### src/rtl/bcd_pkg.sv
// Shared definitions for the BCD display scheduler: FSM state encoding,
// datapath widths, the blank code and the digit formatting helper.
package bcd_pkg;

  localparam int BIN_W      = 12;
  localparam int NUM_DIGITS = 4;
  localparam int BCD_W      = 16;
  localparam int ITER_W     = 4;

  localparam logic [3:0] BLANK_CODE = 4'hF;

  typedef enum logic [1:0] {
    IDLE  = 2'd0,
    LOAD  = 2'd1,
    SHIFT = 2'd2,
    DONE  = 2'd3
  } state_e;

  // Pick the nibble shown for digit idx. With blanking enabled, a digit
  // above the ones position is blanked only when it and every digit
  // above it are zero, so interior zeros (e.g. 1000) stay visible.
  function automatic logic [3:0] display_nibble(input logic [BCD_W-1:0] val,
                                                input logic [1:0]       idx,
                                                input logic             blank_en);
    logic upper_zero;
    upper_zero = 1'b1;
    for (int k = 1; k < NUM_DIGITS; k++) begin
      if (k >= int'(idx) && val[4*k +: 4] != 4'h0) upper_zero = 1'b0;
    end
    if (blank_en && idx != 2'd0 && upper_zero) return BLANK_CODE;
    return val[4*idx +: 4];
  endfunction

endpackage

### src/rtl/bcd_dd_step.sv
// One double-dabble iteration: add 3 to every BCD nibble above 4, then
// shift {bcd, bin} left by one bit. Purely combinational.
module bcd_dd_step
  import bcd_pkg::*;
(
  input  logic [BCD_W-1:0] bcd_i,
  input  logic [BIN_W-1:0] bin_i,
  output logic [BCD_W-1:0] bcd_o,
  output logic [BIN_W-1:0] bin_o
);

  logic [BCD_W-1:0] adj;

  // Nibble correction followed by the joint left shift.
  always_comb begin
    // NOTE: every signal assigned here gets a value on every path before
    // any conditional update, so no latch can be inferred.
    adj = bcd_i;
    for (int k = 0; k < NUM_DIGITS; k++) begin
      if (bcd_i[4*k +: 4] > 4'd4) adj[4*k +: 4] = bcd_i[4*k +: 4] + 4'd3;
    end
    bcd_o = {adj[BCD_W-2:0], bin_i[BIN_W-1]};
    bin_o = {bin_i[BIN_W-2:0], 1'b0};
  end

endmodule

### src/rtl/bcd_display_sched.sv
// Two-requester binary-to-BCD converter with round-robin arbitration and a
// 4-digit multiplexed display scanner. The conversion FSM and the scanner
// run independently; the scanner only reads the registered result.
// Build option: define LEADING_ZERO_BLANK_EN to blank leading zero digits
// above the ones position (shown as 4'hF).
module bcd_display_sched
  import bcd_pkg::*;
#(
  parameter int unsigned SCAN_DIV = 50000,
  parameter int unsigned BIN_W    = 12
) (
  input  logic             clk,
  input  logic             rst,
  input  logic [1:0]       req,
  input  logic [BIN_W-1:0] bin0,
  input  logic [BIN_W-1:0] bin1,
  output logic [1:0]       ack,
  output logic             busy,
  output logic             src,
  output logic [3:0]       digit_sel,
  output logic [3:0]       digit_val
);

`ifdef LEADING_ZERO_BLANK_EN
  localparam logic LZB_EN = 1'b1;
`else
  localparam logic LZB_EN = 1'b0;
`endif

  localparam int unsigned       CNT_W     = $clog2(SCAN_DIV);
  localparam logic [CNT_W-1:0]  SCAN_LAST = CNT_W'(SCAN_DIV - 1);
  localparam logic [ITER_W-1:0] ITER_LAST = ITER_W'(BIN_W - 1);

  // Conversion FSM and datapath state.
  state_e           state_q, state_d;
  logic             grant_q, grant_d;
  logic             prio_q, prio_d;
  logic [BIN_W-1:0] shreg_q, shreg_d;
  logic [BCD_W-1:0] acc_q, acc_d;
  logic [ITER_W-1:0] iter_q, iter_d;
  logic [BCD_W-1:0] result_q, result_d;
  logic             src_q, src_d;

  // Display scanner state.
  logic [CNT_W-1:0] scan_cnt_q, scan_cnt_d;
  logic [1:0]       idx_q, idx_d;
  logic [3:0]       digit_sel_q, digit_sel_d;
  logic [3:0]       digit_val_q, digit_val_d;

  logic             req_win;
  logic             scan_wrap;
  logic [BCD_W-1:0] step_bcd;
  logic [BIN_W-1:0] step_bin;

  // Single shared add-3-and-shift stage, fed from the working registers.
  bcd_dd_step u_step (
    .bcd_i (acc_q),
    .bin_i (shreg_q),
    .bcd_o (step_bcd),
    .bin_o (step_bin)
  );

  // Round-robin choice: contention goes to the pointer, otherwise to the
  // sole requester.
  assign req_win = (req == 2'b11) ? prio_q : req[1];

  // FSM state register.
  always_ff @(posedge clk) begin
    // NOTE: sequential state uses non-blocking assignment so every flop
    // samples pre-edge values regardless of block ordering.
    if (rst) state_q <= IDLE;
    else     state_q <= state_d;
  end

  // FSM next-state logic.
  always_comb begin
    state_d = state_q;
    unique case (state_q)
      IDLE:    if (|req) state_d = LOAD;
      LOAD:    state_d = SHIFT;
      SHIFT:   if (iter_q == ITER_LAST) state_d = DONE;
      DONE:    state_d = IDLE;
      default: state_d = IDLE;
    endcase
  end

  // FSM outputs: busy spans grant through the ack cycle.
  always_comb begin
    ack  = 2'b00;
    busy = (state_q != IDLE);
    if (state_q == DONE) ack = grant_q ? 2'b10 : 2'b01;
  end

  // Conversion datapath next-state: grant/operand capture, iterations,
  // result publication.
  always_comb begin
    grant_d  = grant_q;
    prio_d   = prio_q;
    shreg_d  = shreg_q;
    acc_d    = acc_q;
    iter_d   = iter_q;
    result_d = result_q;
    src_d    = src_q;
    unique case (state_q)
      IDLE: begin
        if (|req) begin
          grant_d = req_win;
          prio_d  = ~req_win;
          shreg_d = req_win ? bin1 : bin0;
        end
      end
      LOAD: begin
        acc_d  = '0;
        iter_d = '0;
      end
      SHIFT: begin
        acc_d   = step_bcd;
        shreg_d = step_bin;
        iter_d  = iter_q + 1'b1;
      end
      DONE: begin
        result_d = acc_q;
        src_d    = grant_q;
      end
      default: ;
    endcase
  end

  // Conversion datapath registers.
  always_ff @(posedge clk) begin
    if (rst) begin
      grant_q  <= 1'b0;
      prio_q   <= 1'b0;
      shreg_q  <= '0;
      acc_q    <= '0;
      iter_q   <= '0;
      result_q <= '0;
      src_q    <= 1'b0;
    end else begin
      grant_q  <= grant_d;
      prio_q   <= prio_d;
      shreg_q  <= shreg_d;
      acc_q    <= acc_d;
      iter_q   <= iter_d;
      result_q <= result_d;
      src_q    <= src_d;
    end
  end

  assign scan_wrap = (scan_cnt_q == SCAN_LAST);

  // Scanner next-state: digit enable and value change together on wrap
  // and then hold for the whole slot, so a new result never glitches a slot.
  always_comb begin
    scan_cnt_d  = scan_wrap ? '0 : scan_cnt_q + 1'b1;
    idx_d       = idx_q;
    digit_sel_d = digit_sel_q;
    digit_val_d = digit_val_q;
    if (scan_wrap) begin
      idx_d       = idx_q + 2'd1;
      digit_sel_d = ~(4'b0001 << idx_d);
      digit_val_d = display_nibble(result_q, idx_d, LZB_EN);
    end
  end

  // Scanner registers.
  always_ff @(posedge clk) begin
    if (rst) begin
      scan_cnt_q  <= '0;
      idx_q       <= 2'd0;
      digit_sel_q <= 4'b1110;
      digit_val_q <= 4'h0;
    end else begin
      scan_cnt_q  <= scan_cnt_d;
      idx_q       <= idx_d;
      digit_sel_q <= digit_sel_d;
      digit_val_q <= digit_val_d;
    end
  end

  assign src       = src_q;
  assign digit_sel = digit_sel_q;
  assign digit_val = digit_val_q;

endmodule

### config.mk
export PLATFORM = sky130hd
export DESIGN_NAME = bcd_display_sched
export DESIGN_NICKNAME = d
export VERILOG_FILES = /design/src/rtl/bcd_pkg.sv /design/src/rtl/bcd_dd_step.sv /design/src/rtl/bcd_display_sched.sv
export SDC_FILE = /design/constraint.sdc
export NUM_CORES = 1
export LEC_CHECK = 0
export ABC_AREA = 1
export ABC_CLOCK_PERIOD_IN_PS = 1900
export BUFFER_PORTS_ARGS = -buffer_cell sky130_fd_sc_hd__buf_2
export CORE_MARGIN = 2
export CORE_UTILIZATION = 36
export CTS_CLUSTER_SIZE = 10
export DETAILED_ROUTE_END_ITERATION = 7
export HOLD_SLACK_MARGIN = 0.15
export SLEW_MARGIN = 20
export SYNTH_ARGS = -nofsm -noshare
export SYNTH_HDL_FRONTEND = slang
export SYNTH_HIERARCHICAL = 1
export SYNTH_SLANG_ARGS = --single-unit
### constraint.sdc
create_clock -name clk -period 1.9 [get_ports clk]
set_clock_uncertainty 0.1 [all_clocks]
set_input_delay 0.095 -clock clk [delete_from_list [all_inputs] [get_ports clk]]
set_output_delay 0.095 -clock clk [all_outputs]
set_load 0.02 [all_outputs]
Word level (Yosys, flattened, before mapping)

Index checks and enable logic that the tools add are counted.

Add/subtract/negate cells: 7
Order comparisons: 4
Equality and inequality tests: 8
Shift-type cells: 2
Mux-type cells: 15
Bitwise gates (word level): 2
Reductions and logical operators: 9

Operators with widths:

| cell                                                                            | count |
|---|---|
| 16-bit case mux with 2 select lines                                             | 1 |
| 12-bit two-way mux                                                              | 2 |
| 12-bit case mux with 2 select lines                                             | 1 |
| 16-bit by 1-bit adder with 16-bit output, second input constant                 | 1 |
| 16-bit equality test, second input constant                                     | 1 |
| 4-bit by 3-bit greater-than comparator with 1-bit output, second input constant | 4 |
| 16-bit by 5-bit indexed part select with 4-bit output                           | 1 |
| 4-bit by 2-bit adder with 4-bit output, second input constant                   | 3 |
| 4-bit two-way mux                                                               | 3 |
| 2-bit two-way mux                                                               | 4 |
| 2-bit case mux with 4 select lines                                              | 1 |
| 4-bit case mux with 2 select lines                                              | 1 |
| 2-bit equality test, second input constant                                      | 3 |
| 2-bit AND reduction                                                             | 3 |
| 2-bit nonzero test                                                              | 3 |
| 4-bit by 1-bit adder with 4-bit output, second input constant                   | 1 |
| 4-bit equality test, second input constant                                      | 1 |
| 2-bit inequality test, second input constant                                    | 2 |
| 4-bit NOT                                                                       | 1 |
| 2-bit OR reduction                                                              | 2 |
| 1-bit by 2-bit << shifter with 4-bit output, first input constant               | 1 |
| 3-bit by 2-bit adder with 3-bit output, second input constant                   | 1 |
| 3-bit two-way mux                                                               | 1 |
| 2-bit by 1-bit adder with 2-bit output, second input constant                   | 1 |
| other kinds (4)                                                                 | 4 |

Flip-flop bits (word level): 79
Input port bits: 28
Output and inout port bits: 12

Longest topological paths before layout

Depth in word-level cells: 5
Depth in mapped cells: 9
Depth with buffers taken out: 9

By module

The synthesis kept the hierarchy.

By module, submodules not included:

| module            | instances | cells each | area an instance (µm²) |
|---|---|---|---|
| bcd_display_sched | 1         | 499        | 3,628.5 |
| bcd_dd_step       | 1         | 124        | 620.6 |

Least setup slack after synthesis

No wires, ideal clock.

Path kind: register to register
From: reg idx_q[0]
To: reg digit_val_q[0], in the netlist digit_val[0]
Arrival: 1.365 ns
Slack: 0.364 ns
Stages on the path, launching flop included: 9
Clock period less this slack: 1.536 ns
Cell sequence: dfxtp_1 > buf_2 > inv_2 > ha_1 > inv_1 > nand3_1 > nand2_1 > nand3_1 > a21oi_1

Longest elaborated chain between the ends: 2

Ends and longest elaborated chain:

| what                                                  | RTL line                 | text |
|---|---|---|
| from (decl)                                           | bcd_display_sched.sv:46  | `logic [1:0] idx_q, idx_d;` |
| from (signal assigned)                                | bcd_display_sched.sv:175 | `idx_q <= idx_d;` |
| 2-bit by 1-bit adder with 2-bit output                | bcd_display_sched.sv:160 | `idx_d = idx_q + 2'd1;` |
| 16-bit by 5-bit indexed part select with 4-bit output | bcd_pkg.sv:31            | `return val[4*idx +: 4];` |
| to (signal assigned)                                  | bcd_display_sched.sv:177 | `digit_val_q <= digit_val_d;` |
| to (decl)                                             | bcd_display_sched.sv:48  | `logic [3:0] digit_val_q, digit_val_d;` |

No other way between the ends.
A chain may end at the register's enable or synchronous reset.

Worst setup path after layout

From: reg state_q[0]
To: reg shreg_q[2]

Longest elaborated chain between the ends: 3
Elaborated cells on any way between the ends: 6
Those cells by class: eq/ne: 2; mux: 1; reduce/logical: 3

Ends and longest elaborated chain:

| what                                                                  | RTL line                 | text |
|---|---|---|
| from (decl)                                                           | bcd_display_sched.sv:35  | `state_e state_q, state_d;` |
| from (signal assigned)                                                | bcd_display_sched.sv:72  | `else state_q <= state_d;` |
| 2-bit equality test or 2-bit zero test (tied branches)                | bcd_display_sched.sv:104 | `unique case (state_q)` |
| 2-bit nonzero test (no line) or 2-bit inequality test (tied branches) | --                       |  |
| 2-bit AND reduction (no line)                                         | --                       |  |
| to (signal assigned)                                                  | bcd_display_sched.sv:142 | `shreg_q <= shreg_d;` |
| to (decl)                                                             | bcd_display_sched.sv:38  | `logic [BIN_W-1:0] shreg_q, shreg_d;` |

Parallel ways exist; a longest one is shown, timed or not.

==> flow_metrics.py <==
metrics = {
    "run_status": {
        "status": "finished clean",
    },
    "layout": {
        "syn_to_final_growth_pct": 19.3,
        "drive_above_1_share": 0.140,
        "num-nets-final": 721,
        "antennaDiodeCount": 0,
        "design_area_um2": 5070,
        "final_cell_count_no_fill": 823,
        "fill_cells": 1105,
    },
    "grt": {
        "grt-ovfl-total": 0,
        "grt_usage": 0.161,
        "grt_pass1_vias": 3878,
        "grt_max_degree": 33,
        "antenna_found_initial": 0,
        "grt_pass1_wl_um": 17100,
    },
    "timing": {
        "rsz0062_at_grt": "false",
        "max_freq_mhz": 614,
        "post-route-period-util": 0.858,
        "finalMaxSlewViolations": 0,
        "setup-violations-final": 0,
        "min_period_ns": 1.63,
        "setup-tns-final_ns": 0,
        "finalHoldViolations": 0,
    },
    "critical_path": {
        "worstPathArrival_ns": 1.79,
        "r2r_slack_ns": 0.27,
        "endpoint_kind": "flip-flop",
        "start_kind": "flip-flop",
        "crit_path_frequent_cell": "inv_1",
        "cpPeakStageDelay_ns": 0.38,
        "crit_type": "reg -> reg",
        "cpMaxStageDelayCell": "o21ai_2",
        "reg2reg_to": "shreg_q[2]",
        "path_cells": "inv_1 > ha_1 > inv_1 > o21ai_2 > o21ai_0 > a21oi_1",
        "r2r_start": "state_q[0]",
        "cp_max_fo": 12,
        "worstRegToRegCells": 6,
        "worstPathRequired_ns": 2.06,
    },
    "place": {
        "routabilityCongestion": 0.784,
        "io_buffers": 39,
        "placed_area_um2": 4490,
        "hpwlAfterDp_um": 6570,
        "dp_cells": 780,
    },
    "route": {
        "via_count": 4010,
        "drt_iter0_markers": 266,
        "vias_per_cell": 4.87,
        "drtAntennaViolNets": 0,
        "drc_errors": 0,
        "first_pass_iters": 4,
        "drt-total-wl_um": 9760,
        "wl_per_cell_um": 11.9,
    },
    "run": {
        "cap_violations": 0,
    },
    "synth": {
        "postSynth.asyncResetShare": 0,
        "ys_ff_latch": 79,
        "synth_top_area_share": 0.372,
        "synth_area_um2": 4250,
        "netlist_top_cells_area": "dfxtp_1 37%, nand2_1 13%, a21oi_1 9.5%, inv_1 7.2%, nand3_1 6.6%",
        "synth.distinct_cells": 29,
        "synth-edff-count": 0,
        "synth_cells": 623,
        "yosysWarnings": 6,
        "ys.flop_type": "dfxtp_1",
        "yosys-top-cells-count": "149 x nand2_1, 81 x a21oi_1, 81 x inv_1, 79 x dfxtp_1, 56 x nand3_1",
        "synth.most_common_cell": "nand2_1",
        "yosysSeqAreaShare": 0.372,
        "yosysTopAreaCell": "dfxtp_1",
        "avgSynthCellArea_um2": 6.82,
        "syn_nets": 669,
    },
    "pwr": {
        "sequentialPowerShare": 0.382,
        "cellLeakagePower_uw": 0.00219,
        "p_comb_frac": 0.289,
        "vdd_drop_max_mv": 0.549,
        "powerDensity_nw_per_um2": 1030,
        "p_clk_frac": 0.329,
        "switching_share": 0.335,
        "p_sw_uw": 1750,
        "p_int_uw": 3480,
    },
    "die": {
        "dieHeight_um": 113,
        "ios": 40,
        "row_count": 39,
        "die-area_um2": 12700,
        "die_w_um": 113,
        "core_area_um2": 11500,
        "start_util": 0.371,
    },
    "worst_hold_path": {
        "hp-class": "in -> reg",
        "hold_depth": 5,
        "hold_path_startpoint": "req[1]",
        "min_to": "prio_q",
    },
    "clock_network": {
        "clkTransAtPathRegs_ns": 0.06,
        "cts_buffer_depth": 2,
        "numCtsBuffers": 9,
        "cts_num_sinks": 79,
        "cts-htree-levels": 3,
        "ctsRootBufferMaster": "clkbuf_16",
        "cts_setup_buffers": 0,
        "worstSkewPairLatency_ns": 0.33,
        "cts_tree": "yes",
    },
}
[final cells by class]
cell class / count / area, um^2 / share of cell area
repair buffers: 81 / 581 / 0.115
clock inverters: 6 / 60.1 / 0.0118
well taps: 143 / 179 / 0.0353
inverters: 85 / 319 / 0.0629
multi-input cells: 419 / 2110 / 0.416
clock buffers: 10 / 239 / 0.0471
flip-flops and latches: 79 / 1580 / 0.312
[per-layer routing]
metal / global-route usage / part of all wire / vias up
met1: 0.204 / 0.48 / 1822
met4: 0.0854 / 0.031 / 0
met2: 0.269 / 0.46 / 66
met5: 0 / 0 / -
met3: 0.0194 / 0.022 / 23
li1: - / - / 2099
[sequential cells by signal, summed over array words and instances, names as in the netlist]
| register | count |
|---|---|
| acc_q | 16 |
| result_q | 16 |
| scan_cnt_q | 16 |
| shreg_q | 12 |
| digit_sel | 4 |
| digit_val | 4 |
| iter_q | 4 |
| idx_q | 2 |
| state_q | 2 |
| grant_q | 1 |
| prio_q | 1 |
| src | 1 |
[per-stage QoR]
step                setup slack (ns)  hold WS, ns   util  total power [uW]
floorplan                      0.364        0.211      -              3210
global placement               0.242        0.320  0.392              3420
detailed placement             0.144        0.322  0.392              3450
CTS                           0.0492        0.157  0.441              5240
global route                  0.0999        0.227  0.442              5560
finish                         0.271        0.199  0.442              5230
[cells in the final DEF (no fill, tap or decap), types with 2 or more instances in the layout]
master and count:
a21oi_1 81, buf_2 39, buf_4 15, clkbuf_16 9, clkinv_2 3, clkinvlp_4 2, dfxtp_1 79, dlygate4sd3_1 26
ha_1 18, inv_1 81, inv_2 3, nand2_1 149, nand2_2 8, nand3_1 56, nand3b_1 4, nand4_1 4
nor2_1 27, nor2_2 8, nor3_1 3, o211ai_1 12, o21ai_0 33, o21ai_1 4, o21ai_2 2, or2_2 2
xor2_1 2
[repair_timing]
item                                    in CTS  in global routing
resized for setup                            0                  3
endpoints found under the setup margin       0                 14
hold buffers                                27                  0
hold endpoints to repair                    20                  0
[cells by family after synthesis]
logic type	share of synthesized area
buffers and inverters	0.133
flip-flops	0.372
adder cells (fa/ha/maj)	0.0530
AO/OA/AOI/OAI	0.163
AND/OR/NAND/NOR	0.272
XOR/XNOR	0.00618
other	0.000883
[worst max-delay path: cells and delay by family, from the launching register on]
kind	cells	cell delay [ns]
adder cells (fa/ha/maj)	1	0.25
AO/OA/AOI/OAI	3	0.68
buffers and inverters	2	0.21
flip-flops	1	0.32
[power by group through the flow]
| stage | registers [uW] | logic (uW) | clock network, uW |
|---|---|---|---|
| 4_1_cts | 2000 | 1490 | 1760 |
| 6_report | 2000 | 1510 | 1720 |
| 5_1_grt | 2030 | 1700 | 1830 |
| 2_1_floorplan | 2010 | 1210 | 0 |
| 3_5_place_dp | 2030 | 1420 | 0 |
| 3_3_place_gp | 2020 | 1390 | 0 |
[how the worst max path moves through the flow]
| stage | startpoint | end | slack, ns | cells after the start |
|---|---|---|---|---|
| final | state_q[0] | shreg_q[2] | 0.27 | 6 |
| after global routing | state_q[0] | shreg_q[4] | 0.1 | 6 |
| after CTS | state_q[1] | grant_q | 0.05 | 7 |
| after detailed placement | state_q[0] | shreg_q[2] | 0.14 | 6 |
| after global placement | state_q[0] | shreg_q[11] | 0.24 | 5 |
| after floorplan | idx_q[0] | digit_val[0] | 0.36 | 8 |
Note: power is estimated with default switching activity, not from simulation.
